<file path="config.mk">
export PLATFORM = sky130hd
export DESIGN_NAME = pipeline_hazard_ctrl
export DESIGN_NICKNAME = d
export VERILOG_FILES = /design/src/rtl/pipeline_hazard_ctrl.sv
export SDC_FILE = /design/constraint.sdc
export NUM_CORES = 1
export LEC_CHECK = 0
export ABC_AREA = 1
export CORE_UTILIZATION = 40
export DETAILED_ROUTE_END_ITERATION = 6
export GPL_ROUTABILITY_DRIVEN = 0
export PLACE_DENSITY = 0.72
export SKIP_LAST_GASP = 1
export SYNTH_ARGS = -nofsm -noshare
export SYNTH_HDL_FRONTEND = slang
export SYNTH_SLANG_ARGS = --single-unit
export TNS_END_PERCENT = 1
</file>
<file path="constraint.sdc">
create_clock -name clk -period 2.72 [get_ports clk]
set_clock_uncertainty 0.05 [all_clocks]
set_input_delay 0.544 -clock clk [delete_from_list [all_inputs] [get_ports clk]]
set_output_delay 0.544 -clock clk [all_outputs]
set_load 0.03 [all_outputs]
</file>
<file path="src/rtl/pipeline_hazard_ctrl.sv">
// pipeline_hazard_ctrl: PC/IF-ID/ID-EX stall and flush sequencer for a 5-stage RISC-V pipeline.
// Define HAZARD_PERF_CNT_EN to add the saturating stallCount/flushCount outputs.
module pipeline_hazard_ctrl #(
    parameter int REDIRECT_CYCLES = 1,
    parameter int MEM_TIMEOUT     = 255,
    parameter int CNT_W           = 32
) (
    input  logic       clk,
    input  logic       rst,
    input  logic [4:0] idRs1,
    input  logic [4:0] idRs2,
    input  logic       idUsesRs1,
    input  logic       idUsesRs2,
    input  logic [4:0] exRd,
    input  logic       exMemRead,
    input  logic       exBranchTaken,
    input  logic       imemReady,
    input  logic       dmemReady,
    output logic       pcWrite,
    output logic       ifIdWrite,
    output logic       ifIdFlush,
    output logic       idExFlush,
    output logic       stallActive,
    output logic       memTimeout
`ifdef HAZARD_PERF_CNT_EN
    ,
    output logic [CNT_W-1:0] stallCount,
    output logic [CNT_W-1:0] flushCount
`endif
);
    localparam int WW = $clog2(MEM_TIMEOUT + 1);
    localparam logic [WW-1:0] TMO = WW'(MEM_TIMEOUT);
    typedef enum logic [1:0] {RUN, MEM_WAIT, REDIRECT} state_t;
    state_t state_q, state_d;
    logic [3:0] redir_cnt_q, redir_cnt_d;
    logic [WW-1:0] wait_cnt_q, wait_cnt_d;
    logic ret_redir_q, ret_redir_d, mem_timeout_q, mem_timeout_d;
    logic pc_w, ifid_w, ifid_f, idex_f, load_use, redir_mode;
    assign load_use = exMemRead && exRd != 5'd0 &&
                      ((idUsesRs1 && idRs1 == exRd) || (idUsesRs2 && idRs2 == exRd));
    // A memory wait entered from REDIRECT resumes the redirect sequence on release.
    assign redir_mode = state_q == REDIRECT || (state_q == MEM_WAIT && ret_redir_q);
    always_comb begin
        state_d     = state_q;
        redir_cnt_d = redir_cnt_q;
        wait_cnt_d  = '0;
        ret_redir_d = 1'b0;
        pc_w        = 1'b0;
        ifid_w      = 1'b0;
        ifid_f      = 1'b0;
        idex_f      = 1'b0;
        if (!dmemReady) begin
            state_d     = MEM_WAIT;
            wait_cnt_d  = state_q != MEM_WAIT ? WW'(1) :
                          wait_cnt_q == TMO ? wait_cnt_q : wait_cnt_q + 1'b1;
            ret_redir_d = state_q == MEM_WAIT ? ret_redir_q : state_q == REDIRECT;
        end else if (redir_mode) begin
            pc_w        = imemReady;
            ifid_w      = 1'b1;
            ifid_f      = 1'b1;
            state_d     = imemReady && redir_cnt_q == 4'd1 ? RUN : REDIRECT;
            redir_cnt_d = imemReady ? redir_cnt_q - 4'd1 : redir_cnt_q;
        end else if (exBranchTaken) begin
            pc_w        = 1'b1;
            ifid_w      = 1'b1;
            ifid_f      = 1'b1;
            idex_f      = 1'b1;
            state_d     = REDIRECT_CYCLES > 0 ? REDIRECT : RUN;
            redir_cnt_d = 4'(REDIRECT_CYCLES);
        end else begin
            pc_w    = !load_use && imemReady;
            ifid_w  = !load_use;
            ifid_f  = !load_use && !imemReady;
            idex_f  = load_use;
            state_d = RUN;
        end
        mem_timeout_d = mem_timeout_q || (!dmemReady && wait_cnt_d == TMO);
    end
    always_ff @(posedge clk or posedge rst) begin
        if (rst) begin
            state_q       <= RUN;
            redir_cnt_q   <= '0;
            wait_cnt_q    <= '0;
            ret_redir_q   <= 1'b0;
            mem_timeout_q <= 1'b0;
        end else begin
            state_q       <= state_d;
            redir_cnt_q   <= redir_cnt_d;
            wait_cnt_q    <= wait_cnt_d;
            ret_redir_q   <= ret_redir_d;
            mem_timeout_q <= mem_timeout_d;
        end
    end
    assign pcWrite     = !rst && pc_w;
    assign ifIdWrite   = !rst && ifid_w;
    assign ifIdFlush   = rst || ifid_f;
    assign idExFlush   = rst || idex_f;
    assign stallActive = !pcWrite || !ifIdWrite;
    assign memTimeout  = mem_timeout_q;
`ifdef HAZARD_PERF_CNT_EN
    logic [CNT_W-1:0] stall_cnt_q, stall_cnt_d, flush_cnt_q, flush_cnt_d;
    always_comb begin
        stall_cnt_d = stall_cnt_q + CNT_W'(stallActive && !(&stall_cnt_q));
        flush_cnt_d = flush_cnt_q + CNT_W'(idExFlush && !(&flush_cnt_q));
    end
    always_ff @(posedge clk or posedge rst) begin
        if (rst) begin
            stall_cnt_q <= '0;
            flush_cnt_q <= '0;
        end else begin
            stall_cnt_q <= stall_cnt_d;
            flush_cnt_q <= flush_cnt_d;
        end
    end
    assign stallCount = stall_cnt_q;
    assign flushCount = flush_cnt_q;
`endif
endmodule
</file>
# [Yosys cells after proc, flatten, opt, wreduce, memory -nomap -nowiden]
# Index checks and enable logic that the tools add are counted.
[op_classes] reduce_logical=26 add_sub_neg=2 n_eq_ne=10 mux=24
[op_table] op="$mux W8" count=3
[op_table] op="$eq A8 B8 Y1 const B" count=2
[op_table] op="$mux W1" count=14
[op_table] op="$mux W4" count=3
[op_table] op="$logic_and A1 B1 Y1" count=11
[op_table] op="$eq A5 B5 Y1" count=2
[op_table] op="$add A8 B1 Y8 const B" count=1
[op_table] op="$mux W2" count=4
[op_table] op="$logic_not A1 Y1" count=6
[op_table] op="$logic_or A1 B1 Y1" count=6
[op_table] op="$reduce_bool A5 Y1" count=1
[op_table] op="$eq A4 B1 Y1 const B" count=1
[op_table] op="$ne A2 B2 Y1 const B" count=2
[op_table] op="$sub A4 B1 Y4 const B" count=1
[op_table] op="$reduce_and A3 Y1" count=1
[op_table] op="$eq A2 B1 Y1 const B" count=1
[op_table] op="$eq A2 B2 Y1 const B" count=1
[op_table] op="$ne A2 B1 Y1 const B" count=1
[op_table] op="$reduce_bool A2 Y1" count=1
[word_totals] register_bits=16 inputBits=23

# [Logic depth before layout (Yosys ltp)]
# Gate-level depths: netlist of run 1.
[logic_depth] depth_word=12 mapped_depth=10

# [Least setup slack after synthesis of run 1]
# Ideal clock, no wire load.
[synth_timing] path_type="input -> output" from="in exRd[2]" to="out pcWrite" cell_stages=7 slack_ps=533 n_path_buf=0 arrival_ps=1593 t_required_ps=2126 cell_sequence="inv_1 nand4_1 o21ai_0 inv_1 nand3_1 nand3_1 inv_1"
[synth_via] elab_chain_cells=10 word_cells_on_any_way=14 classes_between="eq/ne: 2; mux: 3; reduce/logical: 9"
[synth_rtl] element="start: declaration" line_no="14" source="input logic [4:0] exRd,"
[synth_rtl] element="$eq A5 B5 Y1" line_no="40" source="((idUsesRs1 && idRs1 == exRd) || (idUsesRs2 && idRs2 == exRd));"
[synth_rtl] element="$logic_and A1 B1 Y1" line_no="40"
[synth_rtl] element="$logic_or A1 B1 Y1" line_no="40"
[synth_rtl] element="$logic_and A1 B1 Y1 *" line_no="39" source="assign load_use = exMemRead && exRd != 5'd0 &&"
[synth_rtl] element="$logic_not A1 Y1 *" line_no="71" source="pc_w = !load_use && imemReady;"
[synth_rtl] element="$logic_and A1 B1 Y1 *" line_no="71"
[synth_rtl] element="$mux W1 *" line_no="63" source="end else if (exBranchTaken) begin"
[synth_rtl] element="$mux W1 *" line_no="57" source="end else if (redir_mode) begin"
[synth_rtl] element="$mux W1 *" line_no="52" source="if (!dmemReady) begin"
[synth_rtl] element="$logic_and A1 B1 Y1 *" line_no="94" source="assign pcWrite = !rst && pc_w;"
[synth_rtl] element="end: declaration" line_no="19" source="output logic pcWrite,"
# Every way passes the cells marked *; elsewhere a longest branch is shown, timed or not.

# [Final worst setup path of run 1]
[layout_timing] from="in exRd[3]" to="out pcWrite"
# The elaborated chain is that of the path after synthesis.

==> results of run 1 <==
sequential cells by signal, indices dropped and copies added (netlist names):
register     flops
wait_cnt_q       8
state_q          2
ret_redir_q      1
redir_cnt_q      4
memTimeout       1
worst max-delay path, stage by stage:
cell	delay [ns]
clkdlybuf4s50_1	0.49
inv_1	0.07
nand2_1	0.06
o21ai_0	0.09
nor2_1	0.10
nand3_1	0.08
nand2_1	0.09
nand3_1	0.09
nand3_1	0.11
inv_1	0.05
buf_4	0.16
per-layer routing:
layer | vias to the layer above | GRT usage, % | wire length, um
met3 | 5 | 4.65 | 120
met5 | - | 0 | 0
li1 | 619 | - | -
met4 | 0 | 5.92 | 42
met1 | 548 | 17.3 | 1050
met2 | 36 | 33.3 | 1290
power groups by stage:
stage          clock [mW]  sequential [mW]  combinational, mW
4_1_cts             0.160            0.258              0.151
2_1_floorplan           0            0.261             0.0887
3_3_place_gp            0            0.262              0.146
5_1_grt             0.170            0.260              0.167
3_5_place_dp            0            0.263              0.150
6_report            0.157            0.258              0.150
cell families after synthesis:
| group | after synthesis |
|---|---|
| AO/OA/AOI/OAI | 19 |
| XOR/XNOR | 6 |
| adder cells (fa/ha/maj) | 3 |
| buffers and inverters | 34 |
| flip-flops | 16 |
| AND/OR/NAND/NOR | 98 |
placed cells by master, fill, tap and decap left out:
cell / n
a21oi_1: 1
a31oi_1: 3
a41oi_1: 1
buf_4: 7
clkbuf_4: 3
clkbuf_8: 1
clkdlybuf4s50_1: 23
clkinv_2: 1
dfrtp_1: 16
ha_1: 3
inv_1: 32
inv_2: 1
nand2_1: 42
nand2_2: 2
nand2_4: 1
nand3_1: 20
nand4_1: 2
nor2_1: 22
nor2_2: 3
nor2_4: 3
nor3_1: 1
o21ai_0: 12
o21ai_1: 1
o21ai_2: 1
or2_1: 1
or2_2: 1
xor2_1: 6
how the worst max path moves through the flow:
stage                  from         to  slack, ns  cells past startpoint
CTS                 exRd[3]    pcWrite       0.22                     11
finish              exRd[3]    pcWrite       0.20                     11
floorplan           exRd[2]    pcWrite       0.53                      7
global route        exRd[1]    pcWrite       0.09                     10
detailed placement  exRd[3]    pcWrite       0.23                     11
global placement    exRd[4]  idExFlush       0.26                     10
through the flow:
stage	util [%]	instance area (um2)	hold WS, ns	setup WS [ns]
6_report	55.5	1530	0.421	0.203
5_1_grt	55.5	1530	0.470	0.0858
4_1_cts	55.5	1530	0.423	0.222
3_5_place_dp	54.2	1490	0.401	0.228
3_3_place_gp	54.2	1490	0.398	0.264
2_1_floorplan	-	1170	0.416	0.533
layout make-up:
class	instances	area [um2]	share of cell area, %
Inverter	34	129	8.42
Sequential cell	16	400	26.2
Multi-Input combinational cell	126	643	42.0
Clock buffer	4	36.3	2.37
Timing Repair Buffer	30	283	18.5
Tap cell	31	38.8	2.53
==> metrics, run 1 <==
status=complete, no violations; Die Y=56.1 um; IO Port Bufs=28; P_int=400 uW; core area=2760 um2; combinational share of power=26.5%; Clock Sinks=16; Post-Synth Adder-Cell Area=3.20%; WS Path Type=in2out; top-count cell post-synth=nand2_1; Slew Limit Fails=0; Post-synth top cells=nand2_1, inv_1, nor2_1; Worst Hold Depth=2; EDFF count, synth=0; P_sw=165 uW; library cells used by synthesis=23; crit path launch type=primary input; DRT antenna net count=0; CTS max path bufs=2; first-pass GRT wire length=4410 um; CTS clk-pin slew, worst paths=0.09 ns; post-route clock period utilization=92.6%; Hold Path Class=reg2reg; Post-route DRC=0; Leak=0.769 nW; Switching Share=29.2%; post-DP HPWL=2040 um; worst flop-to-flop path startpoint=wait_cnt_q[0]; critical path capture point type=output port; Tmin final=2.52 ns; final setup violating endpoints=0; Synth async-reset ratio=100%; hold_sp=memTimeout; Least-Margin Pin Slew=0.303 ns; dpl cells=237; initial antenna violation count=0; complex-gate fraction of the synthesized area=9.07%; Fmax achieved=397 MHz; CTS Buf Count=3; GRT Overall Usage=17.2%; clock group share of total power=27.8%; TritonRoute pass-1 iters=4; Ports=29; syn nets=202; XOR/XNOR share of the synthesized area=4.48%; Post-CTS Setup Inserts=0; RR Endpoint=memTimeout; Root Driver=clkbuf_4; flop-to-flop setup slack=1.08 ns; relative slew slack=79.7%; Via-to-Cell Ratio=5.01; vias=1208; post-synthesis mux area share=0%; #FFs+latches synth=16; cell depth of the worst flop-to-flop path=9; sequential share of power=45.7%; Simple-Gate Fraction of Synth Area=38.1%; CTS H-Tree Depth=1; final layout net count=237; # fillers=258; post-synth top area share=34.2%; ys flop type=dfrtp_1; Starting Density=42.5%; Synth Cell Area=1170 um2; RSZ-0062 raised after global routing=false; sequential area share after synthesis=34.2%; final hold violations=0; MaxCap Viol Count=0; power density over the cells=369 nW/um2; vias in the first global route=1182; largest family of logic cells by synthesized area=simple AND/OR/NAND/NOR gates; Non-Filler Instances=241; GRT overflow=0; per-cell routed wire length=10.4 um; post-CTS resize count=0; Cells after Synth=176; Total Wirelength=2510 um; largest net degree at the start of global routing=17; die width=56.1 um; syn avg cell area=6.66 um2; Skew-Pair Late Insertion Delay=0.29 ns; worst path arrival time=1.92 ns; fraction of layout cells with a size suffix above 1=11.4%; required time worst endpoint=2.13 ns; CTS tree=yes; synth top area cells=dfrtp_1, nand2_1, inv_1, nand3_1, nor2_1; Hold Buf Count CTS=0; peak supply drop=334 uV; Core Rows=19; DIE AREA=3150 um2; crit path max fanout=3; Syn-to-layout area delta=30.5%; aggregate negative setup slack=0 ns; Ant. Diodes=0; Synth Warn #=0; drt first-iter violations=35; hold endpoint=memTimeout; post-layout total power=565 uW; area leader, netlist=dfrtp_1
No activity file was read; power rests on OpenSTA's default activity.
==> run 2: changes to the inputs <==
- CELL_PAD_IN_SITES_DETAIL_PLACEMENT: unset -> 0
- CELL_PAD_IN_SITES_GLOBAL_PLACEMENT: unset -> 2
- CORE_UTILIZATION: 40 -> 28
- PLACE_DENSITY: 0.72 -> 0.89
==> metrics, run 2 (same netlist as run 1, synthesis figures left out) <==
status=complete, but fails checks (was complete, no violations); violated checks=design-rule violations; RSZ-0062 raised after global routing=false (unchanged); Fmax achieved=398 MHz (was 397 MHz); die width=66.7 um (was 56.1 um); crit path max fanout=3 (unchanged); core area=4000 um2 (was 2760 um2); final layout net count=237 (unchanged); most frequent cells in the layout=nand2_1, inv_1, clkdlybuf4s50_1 (unchanged); Hold Path Class=reg2reg (unchanged); post-route cell area=1570 um2 (was 1530 um2); biggest regs=wait_cnt_q x8, redir_cnt_q x4, state_q x2 (unchanged); GRT Overall Usage=13.4% (was 17.2%); required time worst endpoint=2.13 ns (about the same); WS Path Type=in2out (unchanged); CTS tree=yes (unchanged); vias=1146 (was 1208); Crit path largest cell delay=0.52 ns (was 0.49 ns); # fillers=430 (was 258); Post-DP Area=1520 um2 (was 1490 um2); vias in the first global route=1111 (was 1182); Starting Density=29.3% (was 42.5%); Clock Sinks=16 (unchanged); Post-route DRC=2 (was 0); Hold Buf Count CTS=0 (unchanged); post-route clock period utilization=92.3% (was 92.6%); critical path capture point type=output port (unchanged); Leak=0.777 nW (was 0.769 nW); Skew-Pair Late Insertion Delay=0.25 ns (was 0.29 ns); Core Rows=23 (was 19); Tmin final=2.51 ns (was 2.52 ns); largest net degree at the start of global routing=17 (unchanged); Ant. Diodes=0 (unchanged); crit path launch type=primary input (unchanged); relative slew slack=79.4% (was 79.7%); Least-Margin Pin Slew=0.308 ns (was 0.303 ns); final setup violating endpoints=0 (unchanged); multi-input logic area=643 um2 (unchanged); final hold violations=0 (unchanged); post-CTS resize count=0 (unchanged); post-layout total power=625 uW (was 565 uW); CTS max path bufs=2 (unchanged); Ports=29 (unchanged); TritonRoute pass-1 iters=7 (was 4); Final Util=39.3% (was 55.5%); Top reg by flops=wait_cnt_q (unchanged); flop-to-flop setup slack=1.12 ns (was 1.08 ns); aggregate negative setup slack=0 ns (unchanged); peak supply drop=223 uV (was 334 uV); CTS Buf Count=3 (unchanged); per-cell routed wire length=9.68 um (was 10.4 um); DIE AREA=4450 um2 (was 3150 um2); DRT antenna net count=0 (unchanged); Root Driver=clkbuf_8 (was clkbuf_4); CTS H-Tree Depth=1 (unchanged); MaxCap Viol Count=0 (unchanged); power density over the cells=397 nW/um2 (was 369 nW/um2); Slew Limit Fails=0 (unchanged); Post-CTS Setup Inserts=0 (unchanged); max reg flops=8 (unchanged); fraction of layout cells with a size suffix above 1=11.4% (unchanged); IO Port Bufs=28 (unchanged); CP max-delay cell=clkdlybuf4s50_1 (unchanged); GRT overflow=0 (unchanged); Syn-to-layout area delta=34.2% (was 30.5%); CTS clk-pin slew, worst paths=0.07 ns (was 0.09 ns); most common cell after layout, fill and taps aside=nand2_1 (unchanged); worst path cell trace=clkdlybuf4s50_1, inv_1, nand2_1, nand2_1, nor2_1, nand3_1, nand2_1, nand3_1, nand3_1, inv_1, buf_4 (was clkdlybuf4s50_1, inv_1, nand2_1, o21ai_0, nor2_1, nand3_1, nand2_1, nand3_1, nand3_1, inv_1, buf_4); Seq. cell area=400 um2 (unchanged); post-DP HPWL=2050 um (was 2040 um); Die Y=66.7 um (was 56.1 um); initial antenna violation count=0 (unchanged); Total Wirelength=2520 um (was 2510 um); drt first-iter violations=95 (was 35); worst path arrival time=1.92 ns (about the same); Via-to-Cell Ratio=4.41 (was 5.01); first-pass GRT wire length=4510 um (was 4410 um)
## run 2: path summary, 6_finish.rpt
path / startpoint / end / cells past startpoint
max in group asynchronous: rst / memTimeout / 3
hold / removal: memTimeout / memTimeout / 2
hold reg to reg: memTimeout / memTimeout / 2
setup reg to reg: wait_cnt_q[0] / memTimeout / 9
min in group asynchronous: rst / ret_redir_q / 3
setup / recovery: exRd[0] / pcWrite / 11
## run 2: stage by stage
step           hold slack, ns  std cells  setup slack, ns
2_1_floorplan           0.416        176            0.533
3_3_place_gp            0.398        256            0.188
3_5_place_dp            0.409        256            0.197
4_1_cts                 0.425        260            0.193
5_1_grt                 0.445        260           0.0332
6_report                0.418        260            0.209
## run 2: critical path, delay by kind of cell
| kind | cells | cell delay (ns) |
|---|---|---|
| buf+inv | 4 | 0.80 |
| simple gates | 7 | 0.57 |
## run 2: routing by layer
metal	routed length, um	track usage, %
met1	1240	16.4
met4	15	3.19
met3	63	3.60
met5	0	0
met2	1190	22.9
## run 2: final cells by class
| class | instances | share of cell area [%] |
|---|---|---|
| clock buffer | 4 | 3.50 |
| sequential | 16 | 25.5 |
| multi-input combinational | 126 | 40.9 |
| inverter | 34 | 8.19 |
| tap | 50 | 3.98 |
| timing repair buffer | 30 | 18.0 |
## run 2: report_power, final
group | switching (mW) | internal, mW
clock network | 0.0874 | 0.129
logic | 0.0810 | 0.0689
registers | 0.00841 | 0.250
total | 0.177 | 0.448
==> run 3: changes to the inputs <==
- SKIP_CTS_REPAIR_TIMING: unset -> 1
==> results of run 3 <==
Final layout, timing and power as in run 2 (identical DEF).
